[src/rtl/mux_pkg.sv]
// mux_pkg
//   Shared definitions for the stream multiplexer / arbiter slice.
//   - ARB_RR / ARB_FIXED : arbitration policy encodings for the MODE parameter
//   - clog2_floor1()     : index width for N channels, never narrower than 1 bit
package mux_pkg;

    localparam int ARB_RR    = 0;
    localparam int ARB_FIXED = 1;

    // A single channel still needs a 1-bit index so port widths stay legal.
    function automatic int clog2_floor1(input int n);
        int r;
        r = 0;
        for (int i = 0; i < 31; i++) begin
            if ((1 << i) < n) r = i + 1;
        end
        return (r < 1) ? 1 : r;
    endfunction

endpackage

[src/rtl/rr_arbiter.sv]
// rr_arbiter
//   Purely combinational grant logic for stream_mux_arb.
//   Ports:
//     req       in  N_CH  request (input valid) per channel
//     ptr       in  CH_W  round-robin start position (ignored for fixed priority)
//     lock      in  1     packet lock active: only lock_ch may be granted
//     lock_ch   in  CH_W  channel holding the lock
//     grant     out N_CH  one-hot grant, or all zero when nothing is eligible
//     grant_idx out CH_W  binary index of the granted channel (0 when none)
module rr_arbiter
    import mux_pkg::*;
#(
    parameter int N_CH = 4,
    parameter int MODE = ARB_RR,
    parameter int CH_W = 2
) (
    input  logic [N_CH-1:0] req,
    input  logic [CH_W-1:0] ptr,
    input  logic            lock,
    input  logic [CH_W-1:0] lock_ch,
    output logic [N_CH-1:0] grant,
    output logic [CH_W-1:0] grant_idx
);

    always_comb begin
        int c;
        c         = 0;
        grant     = '0;
        grant_idx = '0;
        if (lock) begin
            for (int i = 0; i < N_CH; i++) begin
                if (lock_ch == CH_W'(i) && req[i]) begin
                    grant[i]  = 1'b1;
                    grant_idx = CH_W'(i);
                end
            end
        end else if (MODE == ARB_FIXED) begin
            // Scan from the top down so the lowest requesting index is the last writer.
            for (int i = N_CH - 1; i >= 0; i--) begin
                if (req[i]) begin
                    grant     = '0;
                    grant[i]  = 1'b1;
                    grant_idx = CH_W'(i);
                end
            end
        end else begin
            // Same trick on the rotated order: offset 0 from ptr wins.
            for (int k = N_CH - 1; k >= 0; k--) begin
                c = int'(ptr) + k;
                if (c >= N_CH) c = c - N_CH;
                if (req[c]) begin
                    grant     = '0;
                    grant[c]  = 1'b1;
                    grant_idx = CH_W'(c);
                end
            end
        end
    end

endmodule

[src/rtl/stream_mux_arb.sv]
// stream_mux_arb
//   N-channel valid/ready stream multiplexer with a built-in arbiter and one
//   registered output stage. Packet lock keeps multi-beat packets contiguous.
//   Ports:
//     clk, rst    clock, asynchronous active-high reset
//     in_valid    N_CH         per-channel valid
//     in_ready    N_CH         per-channel ready (combinational, at most one set)
//     in_data     N_CH*WIDTH   packed data, channel i at [i*WIDTH +: WIDTH]
//     in_last     N_CH         per-channel end-of-packet flag
//     out_valid   1            registered output valid
//     out_ready   1            consumer ready
//     out_data    WIDTH        registered data
//     out_ch      CH_W         registered source channel
//     out_last    1            registered last flag
module stream_mux_arb
    import mux_pkg::*;
#(
    parameter  int N_CH     = 4,
    parameter  int WIDTH    = 8,
    parameter  int MODE     = ARB_RR,
    parameter  int PKT_LOCK = 1,
    localparam int CH_W     = clog2_floor1(N_CH)
) (
    input  logic                  clk,
    input  logic                  rst,
    input  logic [N_CH-1:0]       in_valid,
    output logic [N_CH-1:0]       in_ready,
    input  logic [N_CH*WIDTH-1:0] in_data,
    input  logic [N_CH-1:0]       in_last,
    output logic                  out_valid,
    input  logic                  out_ready,
    output logic [WIDTH-1:0]      out_data,
    output logic [CH_W-1:0]       out_ch,
    output logic                  out_last
);

    logic [CH_W-1:0]  ptr;
    logic             lock;
    logic [CH_W-1:0]  lock_ch;

    logic [N_CH-1:0]  grant_p0;
    logic [CH_W-1:0]  grant_idx_p0;
    logic             load_en_p0;
    logic             vld_p0;
    logic [WIDTH-1:0] sel_data_p0;
    logic             sel_last_p0;
    logic [CH_W-1:0]  ptr_next_p0;

    // ---- stage p0: arbitration and input selection (combinational) ----
    rr_arbiter #(
        .N_CH (N_CH),
        .MODE (MODE),
        .CH_W (CH_W)
    ) u_arb (
        .req       (in_valid),
        .ptr       (ptr),
        .lock      (lock),
        .lock_ch   (lock_ch),
        .grant     (grant_p0),
        .grant_idx (grant_idx_p0)
    );

    // The output register can take a beat when empty or draining this cycle.
    assign load_en_p0 = !out_valid || out_ready;
    assign in_ready   = (rst || !load_en_p0) ? '0 : grant_p0;
    assign vld_p0     = |in_ready;

    always_comb begin
        sel_data_p0 = '0;
        sel_last_p0 = 1'b0;
        for (int i = 0; i < N_CH; i++) begin
            if (grant_p0[i]) begin
                sel_data_p0 = in_data[i*WIDTH +: WIDTH];
                sel_last_p0 = in_last[i];
            end
        end
    end

    assign ptr_next_p0 = (grant_idx_p0 == CH_W'(N_CH - 1)) ? '0 : grant_idx_p0 + 1'b1;

    // ---- stage p1: output register, pointer and lock state ----
    always_ff @(posedge clk or posedge rst) begin
        if (rst) begin
            out_valid <= 1'b0;
            out_data  <= '0;
            out_ch    <= '0;
            out_last  <= 1'b0;
            ptr       <= '0;
            lock      <= 1'b0;
            lock_ch   <= '0;
        end else if (vld_p0) begin
            out_valid <= 1'b1;
            out_data  <= sel_data_p0;
            out_ch    <= grant_idx_p0;
            out_last  <= sel_last_p0;
            if (PKT_LOCK != 0 && !sel_last_p0) begin
                lock    <= 1'b1;
                lock_ch <= grant_idx_p0;
            end else begin
                // Pointer only advances once the packet (or single beat) is done.
                lock <= 1'b0;
                if (MODE == ARB_RR) ptr <= ptr_next_p0;
            end
        end else if (out_ready) begin
            out_valid <= 1'b0;
        end
    end

endmodule

[config.mk]
export PLATFORM = sky130hd
export DESIGN_NAME = stream_mux_arb
export DESIGN_NICKNAME = d
export VERILOG_FILES = /design/src/rtl/mux_pkg.sv /design/src/rtl/rr_arbiter.sv /design/src/rtl/stream_mux_arb.sv
export SDC_FILE = /design/constraint.sdc
export NUM_CORES = 1
export LEC_CHECK = 0
export ABC_AREA = 1
export ABC_CLOCK_PERIOD_IN_PS = 2100
export BUFFER_PORTS_ARGS = -buffer_cell sky130_fd_sc_hd__buf_4
export CAP_MARGIN = 30
export CORE_AREA = 2 2 92 50
export DETAILED_ROUTE_END_ITERATION = 12
export DIE_AREA = 0 0 94 52
export GPL_ROUTABILITY_DRIVEN = 0
export PLACE_DENSITY = 0.74
export SKIP_LAST_GASP = 1
export SLEW_MARGIN = 30
export SYNTH_ARGS = -nofsm -noshare
export SYNTH_HDL_FRONTEND = slang
export SYNTH_SLANG_ARGS = --single-unit
export TNS_END_PERCENT = 5
[constraint.sdc]
create_clock -name clk -period 2.1 [get_ports clk]
set_input_delay 0.105 -clock clk [delete_from_list [all_inputs] [get_ports clk]]
set_output_delay 0.105 -clock clk [all_outputs]
set_load 0.01 [all_outputs]
# Word level (Yosys, flattened, before mapping)
# Index checks and enable logic that the tools add are counted.
[word_totals]
reg_bits = 17
in_bits = 43
out_inout_bits = 16
word_cells = 107
[op_classes]
add_sub_neg = 8
n_lt_le_gt_ge = 12
n_eq_ne = 4
n_mux = 58
bitwise_logic = 1
n_reduce_logical = 17
[ops]
columns = ["op", "n"]
rows = [
  ["2-to-1 mux 32 bit", 8],
  [">= comparator 32 x 1 -> 1 bit (second input constant)", 4],
  ["< comparator 32 x 4 -> 1 bit (second input constant)", 4],
  [">= comparator 32 x 4 -> 1 bit (second input constant)", 3],
  ["subtractor 32 x 4 -> 32 bit (second input constant)", 3],
  ["2-to-1 mux 8 bit", 4],
  ["2-to-1 mux 1 bit", 24],
  ["2-to-1 mux 4 bit", 6],
  ["2-to-1 mux 2 bit", 8],
  ["binary-select mux 1 bit (select 2 bit)", 4],
  ["demux 1 bit (select 2 bit)", 4],
  ["logical AND 1 bit", 8],
  ["adder 2 x 2 -> 3 bit (second input constant)", 2],
  ["== test 2 bit (second input constant)", 3],
  ["AND reduction 2 bit", 2],
  ["OR reduction 4 bit", 1],
  ["subtractor 2 x 3 -> 4 bit (second input constant)", 1],
  ["adder 2 x 1 -> 3 bit (second input constant)", 1],
  [">= comparator 2 x 3 -> 1 bit (second input constant)", 1],
  ["adder 2 x 1 -> 2 bit (second input constant)", 1],
  ["== test 2 x 1 -> 1 bit (second input constant)", 1],
  ["zero test 1 bit", 2],
  ["zero test 2 bit", 1],
  ["logical OR 1 bit", 2],
  ["other kinds (2)", 2],
]

# Logic depth before layout (Yosys ltp)
[depth]
word_depth = 19
mapped_depth = 21
mapped_depth_nobuf = 19

# Modules after synthesis
# Synthesis repeated with hierarchy kept, for this count alone.
[unflattened]
hier_cells = 255
hier_area_um2 = 1674.1
[by_module_without_submodules]
columns = ["mod", "instances", "cells_each", "area_per_inst_um2", "seq_area_each_um2"]
rows = [
  ["stream_mux_arb", 1, 147, 1117.3, 425.4],
  ["rr_arbiter", 1, 108, 556.8, 0.0],
]

# Least setup slack after synthesis
# OpenSTA, ideal clock, no wires.
[synth_timing]
kind = "register to register"
startpoint = "register ptr[0]"
endpoint = "register ptr[0]"
setup_ns = 0.117
arrival_time_ns = 2.169
t_required_ns = 1.983
path_slack_ns = -0.186
stages_incl_launch_ff = 19
n_path_buf = 2
synth_period_minus_slack_ns = 2.286
path_cell_list = "dfrtp_1 -> buf_6 -> inv_8 -> ha_1 -> inv_1 -> nand3_2 -> nand2_4 -> inv_2 -> a21oi_2 -> nand2_1 -> nand2_1 -> nand2_2 -> nand2_2 -> nand2_2 -> nand2_1 -> nand3_4 -> buf_4 -> nand3_1 -> nand2_1"
[synth_via]
elab_chain_cells = 18
elab_cells_between_ends = 71
cone_classes = "add/sub (8); order compare (12); eq/ne (1); mux (44); reduce/logical (6)"
[synth_lines]
columns = ["item", "line", "rtl"]
rows = [
  ["start: declaration", "stream_mux_arb.sv:37", "logic [CH_W-1:0] ptr;"],
  ["start signal: assignment", "stream_mux_arb.sv:102", "if (MODE == ARB_RR) ptr <= ptr_next_p0;"],
  ["adder 2 x 2 -> 3 bit", "rr_arbiter.sv:49", "c = int'(ptr) + k;"],
  ["subtractor 32 x 4 -> 32 bit or >= comparator 32 x 4 -> 1 bit (tied branches)", "rr_arbiter.sv:50", "if (c >= N_CH) c = c - N_CH;"],
  ["2-to-1 mux 32 bit", "rr_arbiter.sv:50", ""],
  ["2-to-1 mux 32 bit", "rr_arbiter.sv:30", "if (lock) begin"],
  [">= comparator 32 x 1 -> 1 bit (not written as such) or < comparator 32 x 4 -> 1 bit (tied branches)", "rr_arbiter.sv:53", "grant[c] = 1'b1;"],
  ["logical AND 1 bit (not written as such)", "rr_arbiter.sv:53", ""],
  ["2-to-1 mux 1 bit (not written as such)", "rr_arbiter.sv:53", ""],
  ["demux 1 bit (select 2 bit)", "--", ""],
  ["2-to-1 mux 4 bit (4 in a row)", "rr_arbiter.sv:51", "if (req[c]) begin"],
  ["2-to-1 mux 4 bit", "rr_arbiter.sv:30", ""],
  ["2-to-1 mux 1 bit (4 in a row)", "stream_mux_arb.sv:72", "if (grant_p0[i]) begin"],
  ["AND reduction 2 bit (no line)", "--", ""],
]
# Parallel ways exist; a longest one is shown, timed or not. The select of a mux whose other input is x is not followed.
# A chain may end at the register's enable or synchronous reset.

# Final worst setup path
[layout_timing]
startpoint = "register ptr[0]"
endpoint = "output in_ready[2]"
[layout_via]
elab_chain_cells = 14
elab_cells_between_ends = 57
cone_classes = "add/sub (7); order compare (12); mux (34); reduce/logical (4)"
[layout_lines]
columns = ["item", "line", "rtl"]
rows = [
  ["adder 2 x 2 -> 3 bit", "rr_arbiter.sv:49", ""],
  ["subtractor 32 x 4 -> 32 bit or >= comparator 32 x 4 -> 1 bit (tied branches)", "rr_arbiter.sv:50", ""],
  ["2-to-1 mux 32 bit", "rr_arbiter.sv:50", ""],
  ["2-to-1 mux 32 bit", "rr_arbiter.sv:30", ""],
  [">= comparator 32 x 1 -> 1 bit (not written as such) or < comparator 32 x 4 -> 1 bit (tied branches)", "rr_arbiter.sv:53", ""],
  ["logical AND 1 bit (not written as such)", "rr_arbiter.sv:53", ""],
  ["2-to-1 mux 1 bit (not written as such)", "rr_arbiter.sv:53", ""],
  ["demux 1 bit (select 2 bit)", "--", ""],
  ["2-to-1 mux 4 bit (3 in a row)", "rr_arbiter.sv:51", ""],
  ["2-to-1 mux 4 bit (*)", "rr_arbiter.sv:51", ""],
  ["2-to-1 mux 4 bit (*)", "rr_arbiter.sv:30", ""],
  ["2-to-1 mux 4 bit (*)", "stream_mux_arb.sv:65", "assign in_ready = (rst || !load_en_p0) ? '0 : grant_p0;"],
  ["end: declaration", "stream_mux_arb.sv:27", "output logic [N_CH-1:0] in_ready,"],
]
# Mark *: on every way between the ends. The rest lies on a longest branch, timed or not. The select of a mux whose other input is x is not followed.

==> metrics.md <==
| Metric | Value |
|---|---|
| Worst-path clk slew | `60 ps` |
| Total congestion overflow | `0` |
| Clk buf depth | `2` |
| Total Power | `5.74 mW` |
| Combinational share of power | `a little over four fifths` |
| Skew final | `roughly 0.33 ps` |
| DIE HEIGHT | `52 um` |
| Synthesized netlist cell count | `273` |
| TritonRoute pass-1 iters | `4` |
| Worst-Skew Late Latency | `240 ps` |
| Most common cell after layout, fill and taps aside | `buf_4` |
| Worst R2R Setup Slack | `-90 ps` |
| WP data required | `2000 ps` |
| Share of cells above drive strength 1 | `48.1%` |
| Final hold violation count | `0` |
| Fin cells | `~420` |
| PwrDens | `2060 nW/um^2` |
| Hold Crit Endpoint | `out_valid$_DFFE_PP0P_` |
| Dpl cells | `about 400` |
| Largest net degree at the start of global routing | `18` |
| Warnings from Yosys | `0` |
| Synth Area per Inst | `6.54 um^2` |
| Crit Path Category | `reg2out` |
| RSZ-0062 raised after global routing | `yes` |
| IO Count | `59` |
| WL final | `5700 um` |
| Internal | `around 2.7 mW` |
| Sequential Power Share | `11.1%` |
| Vias | `between 2000 and 2500` |
| Crit-path max cell delay | `450 ps` |
| CTS sink count | `17` |
| Worst Path Max Fanout | `5` |
| Antenna diodes | `0` |
| Fillcell total | `360` |
| H-tree depth | `1` |
| Slowest cell on crit path | `dfrtp_2` |
| DRT antenna net count | `0` |
| Row cnt | `17` |
| Most used flip-flop cell after synthesis | `dfrtp_1` |
| R2R Path End | `ptr[0]$_DFFE_PP0P_` |
| Root buf cell | `clkbuf_8` |
| Starting Density | `43.0%` |
| Wirelength per Cell | `~14 um` |
| WP buf/inv | `6` |
| Initial antenna violation count | `0` |
| Overall routing resource usage | `22.7%` |
| Cell Chain, Critical Path | `inv_8 > ha_4 > inv_4 > nand3_4 > nand2_4 > inv_6 > a21oi_2 > nand2_1 > nand2_1 > nand2_2 > nand2_2 > nand2_4 > nand2_4 > buf_6 > inv_2 > buf_6` |
| Seq/Total Area, Yosys | `23.8%` |
| DIE AREA | `4890 um^2` |
| EDFF count, synth | `0` |
| Port bufs | `58` |
| Worst Slack Setup Final | `-93.6 ps` |
| Sw power | `3.05 mW` |
| Core area | `between 4000 and 5000 um^2` |
| DRC viols | `0` |
| Vias per cell | `5.04` |
| Path depth of the worst reg2reg path | `20` |
| Switching share of power | `53.1%` |
| Worst hold path stage count | `2` |
| NumNets Final | `411` |
| Clk pwr share | `4.0%` |
| Commonest cells after routing, fill and taps aside | `buf_4, nand2_1, nand3_1` |
| Final period util | `104%` |
| Setup violations, final | `20` |
| Status | `complete, but fails checks` |
| CTS buffer count | `3` |
| Fmax | `456 MHz` |
| Failing checks | `negative setup slack` |
| Initial drt markers | `220` |
| Worst VDD drop | `0.000842 V` |
| Hold Crit Class | `in2reg` |
| Vias in the first global route | `1817` |
| Leak | `1.47 nW` |
| CP Capture Type | `primary output` |
| Fin crit period | `2190 ps` |
| Top cell family by delay on the critical path | `simple AND/OR/NAND/NOR gates` |
| Final HPWL DP | `approximately 4400 um` |
| First-pass GRT wire length | `8690 um` |
| Worst hold start | `out_ready` |
| Yosys reg bits | `17` |
| Cell repeated most along the worst path | `nand2_4` |
| Die W | `~94 um` |
| CTS tree | `done` |
| Pins over their slew limit | `0` |
| Tightest Pin Transition | `358 ps` |
| Distinct cell type count after synthesis | `33` |
| Max-Slew Margin vs Limit | `between 70% and 80%` |
| Pre-CTS setup slack | `-87.3 ps` |
| Syn Nets | `323` |
| FFs w/ async S/R, synth | `100%` |
| CP Launch Type | `flop` |
| P&R area growth vs syn | `56.0%` |
| Mapped cell area | `about 1800 um^2` |
| Crit path DAT | `2090 ps` |
| Max Cap Viol | `0` |
| Worst r2r src | `ptr[0]$_DFFE_PP0P_` |
state kept, by name (all words and copies together), names as in the netlist:
signal,count
out_ch,2
out_valid,1
lock_ch,2
lock,1
out_last,1
ptr,2
out_data,8
kinds of logic after synthesis:
group | after synthesis | synth area share (%)
and+or+nand+nor | 181 | 51.0
buffers and inverters | 40 | 10.7
AOI/OAI and AO/OA | 28 | 9.61
adders and majority gates | 7 | 4.91
DFF | 17 | 23.8
per-stage QoR:
stage               utilization, %  hold WS, ps  TNS, ps  cell area, um^2
finish                        67.1         35.2    -1340             2780
global route                  67.1         34.1    -3960             2780
CTS                           62.1         29.3     -831             2580
detailed placement            59.2          155    -1040             2460
global placement              59.2          150     -285             2460
floorplan                        -         36.9     -362             1810
power groups by stage:
stage	Clock (mW)	Combinational, mW	Sequential (mW)
floorplan	0	2.65	0.667
global placement	0	3.89	0.623
detailed placement	0	3.95	0.631
CTS	0.241	4.11	0.634
global route	0.255	5.38	0.653
finish	0.232	4.87	0.638
worst max-delay path by stage:
stage                                  start                 endpoint  depth (start not counted)
after floorplan           ptr[0]$_DFFE_PP0P_     out_last$_DFFE_PP0P_                         20
after global placement    ptr[0]$_DFFE_PP0P_  out_data[0]$_DFFE_PP0P_                         17
after detailed placement  ptr[0]$_DFFE_PP0P_    out_ch[1]$_DFFE_PP0P_                         18
after CTS                 ptr[0]$_DFFE_PP0P_              in_ready[2]                         16
after global routing      ptr[0]$_DFFE_PP0P_       ptr[1]$_DFFE_PP0P_                         14
final                     ptr[0]$_DFFE_PP0P_              in_ready[2]                         16
synth_stat cells (2+ instances only):
cell | n | area (um^2)
o21ai_0 | 14 | 70.1
inv_2 | 8 | 30.0
nand3_2 | 8 | 80.1
o21ai_1 | 2 | 10.0
nand2_1 | 89 | 334
or2_1 | 2 | 12.5
or2_2 | 7 | 43.8
ha_1 | 7 | 87.6
a21oi_2 | 2 | 17.5
a21oi_1 | 5 | 25.0
nand4_1 | 2 | 12.5
buf_6 | 3 | 33.8
buf_2 | 3 | 15.0
inv_1 | 22 | 82.6
nor2_1 | 7 | 26.3
nand2_4 | 5 | 56.3
dfrtp_1 | 17 | 425
nand2_2 | 14 | 87.6
nand3_1 | 42 | 210
metal layers:
metal  vias up  track usage (%)  routed length (um)
li1       1050                -                   -
met3         6             1.16                 393
met5         -                0                   0
met2        73             32.1                2430
met4         0             4.35                  36
met1       972             37.5                2840
layout make-up:
type / count / area, um^2 / area share [%]
clock buffer: 4 / 45.0 / 1.62
inverter: 33 / 149 / 5.35
multi-input combinational: 216 / 1360 / 48.7
sequential: 17 / 427 / 15.3
tap: 57 / 71.3 / 2.56
timing repair buffer: 90 / 734 / 26.4
timing repair:
item / in CTS / in global routing
setup buffers: 1 / 1
pin swaps: 4 / 18
hold endpoints to repair: 17 / 0
gates resized for setup: 13 / 52
endpoints found under the setup margin: 20 / 21
hold buffers: 1 / 0
gates cloned: 0 / 2
Power figures use the tool's default switching activity.
